--- src/rtl/breakout_game_ctrl.sv ---
// Game sequencing for the breakout display: ball count, saturating BCD score,
// frame-paced serve/over pauses and the freeze control for the graphics generator.
module breakout_game_ctrl #(
  parameter int BALLS        = 3,
  parameter int DELAY_FRAMES = 120
) (
  input  logic       clk,
  input  logic       reset,
  input  logic [4:0] btn,
  input  logic [9:0] pix_x,
  input  logic [9:0] pix_y,
  input  logic       hit,
  input  logic       miss,
  input  logic       brick_hit,
  input  logic       all_clear,
  output logic       gra_still,
  output logic [2:0] ball_cnt,
  output logic [15:0] score,
  output logic [1:0] text_sel,
  output logic       win,
  output logic       timer_busy
);

  typedef enum logic [1:0] {
    IDLE    = 2'd0,
    NEWBALL = 2'd1,
    PLAY    = 2'd2,
    OVER    = 2'd3
  } state_t;

  localparam logic [2:0] BALLS_L = 3'(BALLS);
  localparam logic [7:0] DELAY_L = 8'(DELAY_FRAMES);

  // Digit-wise BCD add; a carry out of the thousands digit pins the result at 9999.
  function automatic logic [15:0] bcd_add_sat(input logic [15:0] val, input logic [1:0] inc);
    logic [15:0] sum;
    logic [4:0]  d;
    logic [1:0]  carry;
    sum   = val;
    carry = inc;
    for (int i = 0; i < 4; i++) begin
      d = {1'b0, val[4*i +: 4]} + {3'b000, carry};
      if (d > 5'd9) begin
        sum[4*i +: 4] = 4'(d - 5'd10);
        carry         = 2'd1;
      end else begin
        sum[4*i +: 4] = d[3:0];
        carry         = 2'd0;
      end
    end
    if (carry != 2'd0) begin
      bcd_add_sat = 16'h9999;
    end else begin
      bcd_add_sat = sum;
    end
  endfunction

  state_t      state_r;
  state_t      state_nxt_s;
  logic [7:0]  timer_r;
  logic [7:0]  timer_nxt_s;
  logic        hit_d_r;
  logic        brick_d_r;
  logic        hit_rise_s;
  logic        brick_rise_s;
  logic        refr_tick_s;
  logic        load_s;
  logic [2:0]  ball_nxt_s;
  logic        win_nxt_s;
  logic [15:0] score_nxt_s;
  logic        still_nxt_s;
  logic [1:0]  text_nxt_s;

  assign hit_rise_s   = hit & ~hit_d_r;
  assign brick_rise_s = brick_hit & ~brick_d_r;
  assign refr_tick_s  = (pix_y == 10'd481) && (pix_x == 10'd0);

  // Next state, game data and delay timer; outputs are decoded from the next state
  // so they register in step with it.
  always_comb begin
    state_nxt_s = state_r;
    ball_nxt_s  = ball_cnt;
    win_nxt_s   = win;
    score_nxt_s = score;
    load_s      = 1'b0;
    case (state_r)
      IDLE: begin
        if (btn != 5'd0) begin
          state_nxt_s = PLAY;
          score_nxt_s = 16'h0000;
          ball_nxt_s  = BALLS_L;
          win_nxt_s   = 1'b0;
        end else begin
          state_nxt_s = IDLE;
        end
      end
      PLAY: begin
        score_nxt_s = bcd_add_sat(score, {1'b0, hit_rise_s} + {1'b0, brick_rise_s});
        if (all_clear) begin
          state_nxt_s = OVER;
          win_nxt_s   = 1'b1;
          load_s      = 1'b1;
        end else if (miss && (ball_cnt == 3'd1)) begin
          state_nxt_s = OVER;
          ball_nxt_s  = 3'd0;
          win_nxt_s   = 1'b0;
          load_s      = 1'b1;
        end else if (miss) begin
          state_nxt_s = NEWBALL;
          ball_nxt_s  = ball_cnt - 3'd1;
          load_s      = 1'b1;
        end else begin
          state_nxt_s = PLAY;
        end
      end
      NEWBALL: begin
        if ((timer_r == 8'd0) && (btn != 5'd0)) begin
          state_nxt_s = PLAY;
        end else begin
          state_nxt_s = NEWBALL;
        end
      end
      OVER: begin
        if (timer_r == 8'd0) begin
          state_nxt_s = IDLE;
        end else begin
          state_nxt_s = OVER;
        end
      end
      default: begin
        state_nxt_s = IDLE;
      end
    endcase

    // A load in the same cycle as a frame tick takes precedence.
    if (load_s) begin
      timer_nxt_s = DELAY_L;
    end else if (refr_tick_s && (timer_r != 8'd0)) begin
      timer_nxt_s = timer_r - 8'd1;
    end else begin
      timer_nxt_s = timer_r;
    end

    case (state_nxt_s)
      IDLE:    begin still_nxt_s = 1'b1; text_nxt_s = 2'd0; end
      NEWBALL: begin still_nxt_s = 1'b1; text_nxt_s = 2'd1; end
      PLAY:    begin still_nxt_s = 1'b0; text_nxt_s = 2'd2; end
      OVER:    begin still_nxt_s = 1'b1; text_nxt_s = 2'd3; end
      default: begin still_nxt_s = 1'b1; text_nxt_s = 2'd0; end
    endcase
  end

  // State, data and output registers.
  always_ff @(posedge clk or posedge reset) begin
    if (reset) begin
      state_r    <= IDLE;
      timer_r    <= 8'd0;
      hit_d_r    <= 1'b0;
      brick_d_r  <= 1'b0;
      gra_still  <= 1'b1;
      text_sel   <= 2'd0;
      ball_cnt   <= BALLS_L;
      score      <= 16'h0000;
      win        <= 1'b0;
      timer_busy <= 1'b0;
    end else begin
      state_r    <= state_nxt_s;
      timer_r    <= timer_nxt_s;
      hit_d_r    <= hit;
      brick_d_r  <= brick_hit;
      gra_still  <= still_nxt_s;
      text_sel   <= text_nxt_s;
      ball_cnt   <= ball_nxt_s;
      score      <= score_nxt_s;
      win        <= win_nxt_s;
      timer_busy <= (timer_nxt_s != 8'd0);
    end
  end

endmodule

--- config.mk ---
export PLATFORM = sky130hd
export DESIGN_NAME = breakout_game_ctrl
export DESIGN_NICKNAME = d
export VERILOG_FILES = /design/src/rtl/breakout_game_ctrl.sv
export SDC_FILE = /design/constraint.sdc
export NUM_CORES = 1
export LEC_CHECK = 0
export ABC_AREA = 1
export BUFFER_PORTS_ARGS = -buffer_cell sky130_fd_sc_hd__buf_2
export CAP_MARGIN = 30
export CORE_MARGIN = 2
export CORE_UTILIZATION = 49
export DETAILED_ROUTE_END_ITERATION = 12
export PLACE_DENSITY = 0.77
export RECOVER_POWER = 25
export SETUP_SLACK_MARGIN = 0.5
export SYNTH_ARGS = -nofsm -noshare
export SYNTH_HDL_FRONTEND = slang
export SYNTH_SLANG_ARGS = --single-unit
--- constraint.sdc ---
create_clock -name clk -period 4.5 [get_ports clk]
set_input_delay 0.225 -clock clk [delete_from_list [all_inputs] [get_ports clk]]
set_output_delay 0.225 -clock clk [all_outputs]
set_load 0.03 [all_outputs]
## Yosys cells after proc, flatten, opt, wreduce, memory -nomap -nowiden

Cells that the tools add are included.

| storage, ports and cells | value |
|---|---|
| register bits | 36 |
| input port bits | 31 |
| output and inout bits | 24 |
| word-level logic and storage cells | 97 |

| operators by class | value |
|---|---|
| $add $sub $neg | 11 |
| magnitude comparators | 4 |
| equality and inequality tests | 12 |
| multiplexer cells | 39 |
| bitwise gates (word level) | 4 |
| reduce and logical (&&, ||, !) cells | 17 |

Operator list:

| operator | count |
|---|---|
| 16-bit two-way mux | 2 |
| 16-bit case mux with 2 select lines | 1 |
| 4-bit by 2-bit adder with 5-bit output | 4 |
| 5-bit by 4-bit > comparator with 1-bit output, second input constant | 4 |
| 2-bit two-way mux | 10 |
| 4-bit two-way mux | 4 |
| 8-bit two-way mux | 2 |
| 2-bit case mux with 4 select lines | 2 |
| 8-bit nonzero test | 2 |
| 4-bit subtractor, second input constant | 4 |
| 3-bit two-way mux | 4 |
| 1-bit two-way mux | 11 |
| 10-bit by 9-bit == test with 1-bit output, second input constant | 1 |
| 10-bit zero test | 1 |
| 2-bit == test, second input constant | 4 |
| 8-bit zero test | 1 |
| 8-bit by 1-bit subtractor with 8-bit output, second input constant | 1 |
| 3-bit != test, second input constant | 2 |
| 3-bit case mux with 2 select lines | 1 |
| 5-bit nonzero test | 1 |
| 2-bit by 1-bit == test with 1-bit output, second input constant | 2 |
| 1-bit logical AND | 4 |
| 2-bit zero test | 2 |
| 2-bit != test, second input constant | 2 |
| other kinds (11) | 15 |

## Depth between registers and ports, before layout

| logic depth | value |
|---|---|
| word-level depth | 22 |
| mapped depth | 30 |
| gate-level depth less buffers | 30 |

## Worst setup path after synthesis

No wires, ideal clock.

| timing path | value |
|---|---|
| path kind | reg2reg |
| from | register score[0] |
| to | register score[6] |
| setup time | 0.066 ns |
| data arrival time | 4.630 ns |
| data required time | 4.434 ns |
| path slack | -0.195 ns |
| stages on the path, launching flop included | 30 |
| buffers on the path | 0 |
| period minus slack after synthesis | 4.695 ns |
| path through | dfrtp_1 inv_1 fa_1 inv_1 ha_1 xnor2_1 nand2_1 nand2_1 nand2_1 ha_1 ha_1 xnor2_1 and2_1 or2_4 nand2_4 ha_1 ha_1 xnor2_1 nand2_1 nand2_1 nand2_1 ha_1 ha_1 xnor2_1 nand2_1 a21oi_4 nand2_1 inv_1 nand3_1 nand2_1 |

| between the ends | value |
|---|---|
| longest elaborated chain between the ends | 19 |
| elaborated cells between the ends (all ways) | 21 |
| those cells by class | add/sub (5); order compare (4); mux (11); reduce/logical (1) |

RTL lines:

| item | line | source |
|---|---|---|
| from (decl) | 18 | `output logic [15:0] score,` |
| from (signal assigned) | 174 | `score <= score_nxt_s;` |
| 4-bit by 2-bit adder with 5-bit output * | 42 | `d = {1'b0, val[4*i +: 4]} + {3'b000, carry};` |
| 5-bit by 4-bit > comparator with 1-bit output * | 43 | `if (d > 5'd9) begin` |
| 1-bit two-way mux * | 43 |  |
| 2-bit two-way mux * | 86 | `case (state_r)` |
| 4-bit by 2-bit adder with 5-bit output * | 42 |  |
| 5-bit by 4-bit > comparator with 1-bit output | 43 |  |
| 1-bit two-way mux | 43 |  |
| 2-bit two-way mux | 86 |  |
| (+3 left out) | - |  |
| 2-bit two-way mux | 86 |  |
| 4-bit by 2-bit adder with 5-bit output | 42 |  |
| 5-bit by 4-bit > comparator with 1-bit output | 43 |  |
| 1-bit two-way mux | 43 |  |
| 2-bit two-way mux | 86 |  |
| 2-bit nonzero test | 51 | `if (carry != 2'd0) begin` |
| 16-bit two-way mux * | 51 |  |
| 16-bit case mux with 2 select lines * | 86 |  |

Every way passes the cells marked *; elsewhere a longest branch is shown, timed or not. The select of a mux whose other input is x is not followed.
A chain may end at the register's enable or synchronous reset.

## Worst setup path in the final report

| timing path | value |
|---|---|
| from | register brick_d_r |
| to | register score[12] |

| between the ends | value |
|---|---|
| longest elaborated chain between the ends | 22 |
| elaborated cells between the ends (all ways) | 24 |
| those cells by class | add/sub (6); order compare (4); mux (11); bitwise (2); reduce/logical (1) |

RTL lines:

| item | line | source |
|---|---|---|
| from (decl) | 63 | `logic brick_d_r;` |
| from (signal assigned) | 170 | `brick_d_r <= brick_hit;` |
| 1-bit inverter * | 75 | `assign brick_rise_s = brick_hit & ~brick_d_r;` |
| 1-bit bitwise AND * | 75 |  |
| 1-bit by 1-bit adder with 2-bit output * | 98 | `score_nxt_s = bcd_add_sat(score, {1'b0, hit_rise_s} + {1'b0, brick_rise_s});` |
| 4-bit by 2-bit adder with 5-bit output * | 42 |  |
| 5-bit by 4-bit > comparator with 1-bit output * | 43 |  |
| 1-bit two-way mux * | 43 |  |
| 2-bit two-way mux * | 86 |  |
| 4-bit by 2-bit adder with 5-bit output * | 42 |  |
| (+6 left out) | - |  |
| 2-bit two-way mux * | 86 |  |
| 4-bit by 2-bit adder with 5-bit output * | 42 |  |
| 5-bit by 4-bit > comparator with 1-bit output | 43 |  |
| 1-bit two-way mux | 43 |  |
| 2-bit two-way mux | 86 |  |
| 2-bit nonzero test | 51 |  |
| 16-bit two-way mux * | 51 |  |
| 16-bit case mux with 2 select lines * | 86 |  |

Marks and branches as above.

==> results.toml <==
[status]
outcome = "finished, violations left"
failed_checks = "capacitance limit, slew limit"

[synth]
synthDistinctLibCells = 34
syn-instance-count = 328
ys_seq_area_share_pct = 36.84
yosysTopAreaCell = "sky130_fd_sc_hd__dfrtp_1"
ys_async_sr_fraction_pct = 100.0
synth-seq-cells = 35
syn_avg_cell_area_um2 = 7.278
synth_edf_count = 0
post_synth_main_area_contributors = "sky130_fd_sc_hd__dfrtp_1 34%, sky130_fd_sc_hd__nand2_1 15%, sky130_fd_sc_hd__inv_1 8.6%"
post_synth_instance_area_um2 = 2387
synth_nets = 373
netlist_top_cells_count = "95 x sky130_fd_sc_hd__nand2_1, 55 x sky130_fd_sc_hd__inv_1, 33 x sky130_fd_sc_hd__nor2_1"
synth.yosys.warnings = 0
synth.top_cell.area_share_pct = 33.54
dominantRegCellSynth = "sky130_fd_sc_hd__dfrtp_1"
library_cell_with_the_highest_instance_count_after_synthesis = "sky130_fd_sc_hd__nand2_1"

[sta]
setup_slack_ps = 226.3
final-hold-violation-count = 0
worstMarginPinSlew_ps = 1864
grt_setup_unrepaired = "true"
layout_worst_path_cycle_share_pct = 94.97
finalMaxSlewViolations = 36
clock.fmax_mhz = 234.0
period_minus_slack_ps = 4274
max_slew_margin_pct = -24.24
clock_skew_ps = 5.600
finalSetupViolCount = 0
finalSetupTns_ps = 0

[clocking]
tritoncts = "done"
tritoncts.num_buffers = 5
clk_pin_slew_ps = 70
clk_latency_ps = 290
htree_num_levels = 2
post_cts_hold_buffer_count = 0
cts.sinks = 35
clockBufferDepth = 2
cts-root-buf = "sky130_fd_sc_hd__clkbuf_8"

[floorplanning]
design.core.area_um2 = 4723
floorplan.initialDensity_pct = 50.54
dieHeight_um = 73.80
dieWidth_um = 73.80
core.rowCount = 25
fp.dieArea_um2 = 5446
boundaryPins = 55

[min_path]
min-delay-path-class = "in2reg"

[setup_path]
crit_path_start_kind = "flip-flop"
critPathCaptureType = "flip-flop"
worst_path_largest_cell_delay_ps = 370
critical_path.max_fanout = 3
cp_slowest_cell = "sky130_fd_sc_hd__dfrtp_1"
timing.critical_path.mode_cell = "sky130_fd_sc_hd__ha_4"
worstPathRequired_ps = 4690
worst-endpoint-arrival_ps = 4460
worst-setup-path-type = "reg2reg"

[pwr]
sw_frac_of_total_pct = 41.70
combinationalPowerShare_pct = 41.2
leakage_power_of_the_design_nw = 1.735
power_density_nw_per_um2 = 352.2
seqPwrFrac_pct = 36.8
clock_power_share_pct = 21.9
peakVddDrop_uv = 270.3
p_int_uw = 669.0
net-switching-power_uw = 478.4

[route]
number_of_drc_violations_after_detailed_routing = 0
ant_nets = 0
dr.first_iter.drc_count = 81
length_of_the_first_detailed_routing_pass_in_iterations = 5
wirelength_mm = 5.455
vias_per_instance = 4.785
avgRoutedWirePerCell_um = 11.48
detailroute.via_count = 2273

[placement]
placement.setup.worst_slack_ps = 76.54
placed_cell_area_um2 = 2869
placement.io_buffers = 54
place.detailed.hpwl_mm = 3.932
place_congestion = 0.8023

[cells_and_area]
final_net_count = 452
post_route_cells_drive_above_1_share_pct = 36.03
diodes = 0
areaGrowthSynthToFinish_pct = 36.48
post-route-cell-area_um2 = 3258

[global_route]
grtUsageTotal_pct = 21.11
global_route.overflow_total = 0
pin_count_of_the_biggest_net_entering_global_routing = 36
first_global_vias = 2137
first_pass_grt_wire_length_mm = 8.949
antenna_found_initial = 0

[flow_run]
maxCapViolCount = 1
flip-flops by register name (all words and copies together), names as in the netlist:
signal	flops
win	1
brick_d_r	1
state_r	2
timer_r	8
ball_cnt	3
gra_still	1
timer_busy	1
text_sel	1
hit_d_r	1
score	16
final timing paths:
path                                startpoint                     to  slack [ps]  depth (start not counted)
min reg2reg                    win$_DFFE_PP0P_        win$_DFFE_PP0P_         510                          1
min                                  brick_hit    brick_d_r$_DFF_PP0_          70                          1
max reg2reg                brick_d_r$_DFF_PP0_  score[12]$_DFFE_PP0P_         230                         30
max                        brick_d_r$_DFF_PP0_  score[12]$_DFFE_PP0P_         230                         30
max in group asynchronous                reset   score[0]$_DFFE_PP0P_        2710                          3
min in group asynchronous                reset   score[0]$_DFFE_PP0P_         590                          3
kinds of logic (layout without fill, tap and decap cells):
| logic type | Yosys count | after routing | share of synthesized area [%] |
|---|---|---|---|
| buffers and inverters | 62 | 142 | 10.33 |
| AO/OA/AOI/OAI | 31 | 31 | 7.810 |
| AND/OR/NAND/NOR | 174 | 174 | 32.97 |
| adder cells (fa/ha/maj) | 14 | 14 | 7.652 |
| XOR/XNOR | 12 | 12 | 4.402 |
| flip-flops | 35 | 35 | 36.85 |
metrics by stage:
stage                     hold slack [ps]  total power [mW]  utilization, %  instances
after detailed placement            349.0            0.8491           60.74        446
after global routing                72.68             1.221           68.98        475
after CTS                           34.93             1.137           66.68        467
after global placement              341.5            0.8374           60.74        446
final                               71.48             1.147           68.98        475
after floorplan                     256.4            0.7362               -        328
worst max-delay path, delay by kind of cell, from the launching register on:
kind / cells / cell delay, ps
fa+ha+maj: 8 / 1570
simple gates: 12 / 1170
flops: 1 / 370
xor+xnor: 3 / 380
compound gates: 2 / 330
buf+inv: 5 / 350
layout by cell type (no fill, tap or decap), types with 2 or more instances in the layout:
cell and count:
sky130_fd_sc_hd__inv_2 7, sky130_fd_sc_hd__nand2_2 8, sky130_fd_sc_hd__nand3_2 8, sky130_fd_sc_hd__clkbuf_1 4
sky130_fd_sc_hd__a31oi_1 2, sky130_fd_sc_hd__inv_4 3, sky130_fd_sc_hd__ha_4 7, sky130_fd_sc_hd__buf_2 52
sky130_fd_sc_hd__xor2_2 2, sky130_fd_sc_hd__nand3_1 23, sky130_fd_sc_hd__o21ai_2 6, sky130_fd_sc_hd__dfrtp_1 31
sky130_fd_sc_hd__o21ai_0 9, sky130_fd_sc_hd__clkbuf_8 7, sky130_fd_sc_hd__dfstp_2 3, sky130_fd_sc_hd__buf_6 2
sky130_fd_sc_hd__nand4_1 3, sky130_fd_sc_hd__xnor2_4 3, sky130_fd_sc_hd__ha_1 6, sky130_fd_sc_hd__a21oi_4 2
sky130_fd_sc_hd__nand2_1 84, sky130_fd_sc_hd__nor2_1 32, sky130_fd_sc_hd__xor2_1 6, sky130_fd_sc_hd__o21ai_1 6
sky130_fd_sc_hd__inv_1 48, sky130_fd_sc_hd__nor2_4 3, sky130_fd_sc_hd__nor2_2 4, sky130_fd_sc_hd__buf_4 19
sky130_fd_sc_hd__nand2_4 4
metal layers:
layer / global-route usage [%] / vias up / part of all wire [%]
li1: - / 1176 / -
met1: 23.44 / 1054 / 42
met2: 40.28 / 37 / 54
met3: 3.567 / 6 / 3.1
met4: 6.667 / 0 / 1.5
met5: 0 / - / 0
power by group through the flow:
stage               Clock (mW)  Sequential [mW]  Combinational, mW
floorplan                    0            0.496              0.240
global placement             0            0.426              0.412
detailed placement           0            0.426              0.423
CTS                      0.257            0.423              0.457
global route             0.267            0.430              0.524
finish                   0.252            0.422              0.473
cell type report:
| cell class | count | area, um^2 |
|---|---|---|
| multi-input cells | 231 | 1531 |
| fillers | 375 | 1465 |
| flip-flops and latches | 35 | 880.8 |
| repair buffers | 76 | 436.7 |
| inverters | 58 | 225.2 |
| clock buffers | 8 | 100.1 |
| well taps | 67 | 83.83 |
timing repair:
item                       in CTS  in global routing
setup buffers                  13                  7
resized for setup              22                 13
pin swaps                      19                 13
setup endpoints to repair      16                 16
Note: power is estimated with default switching activity, not from simulation.
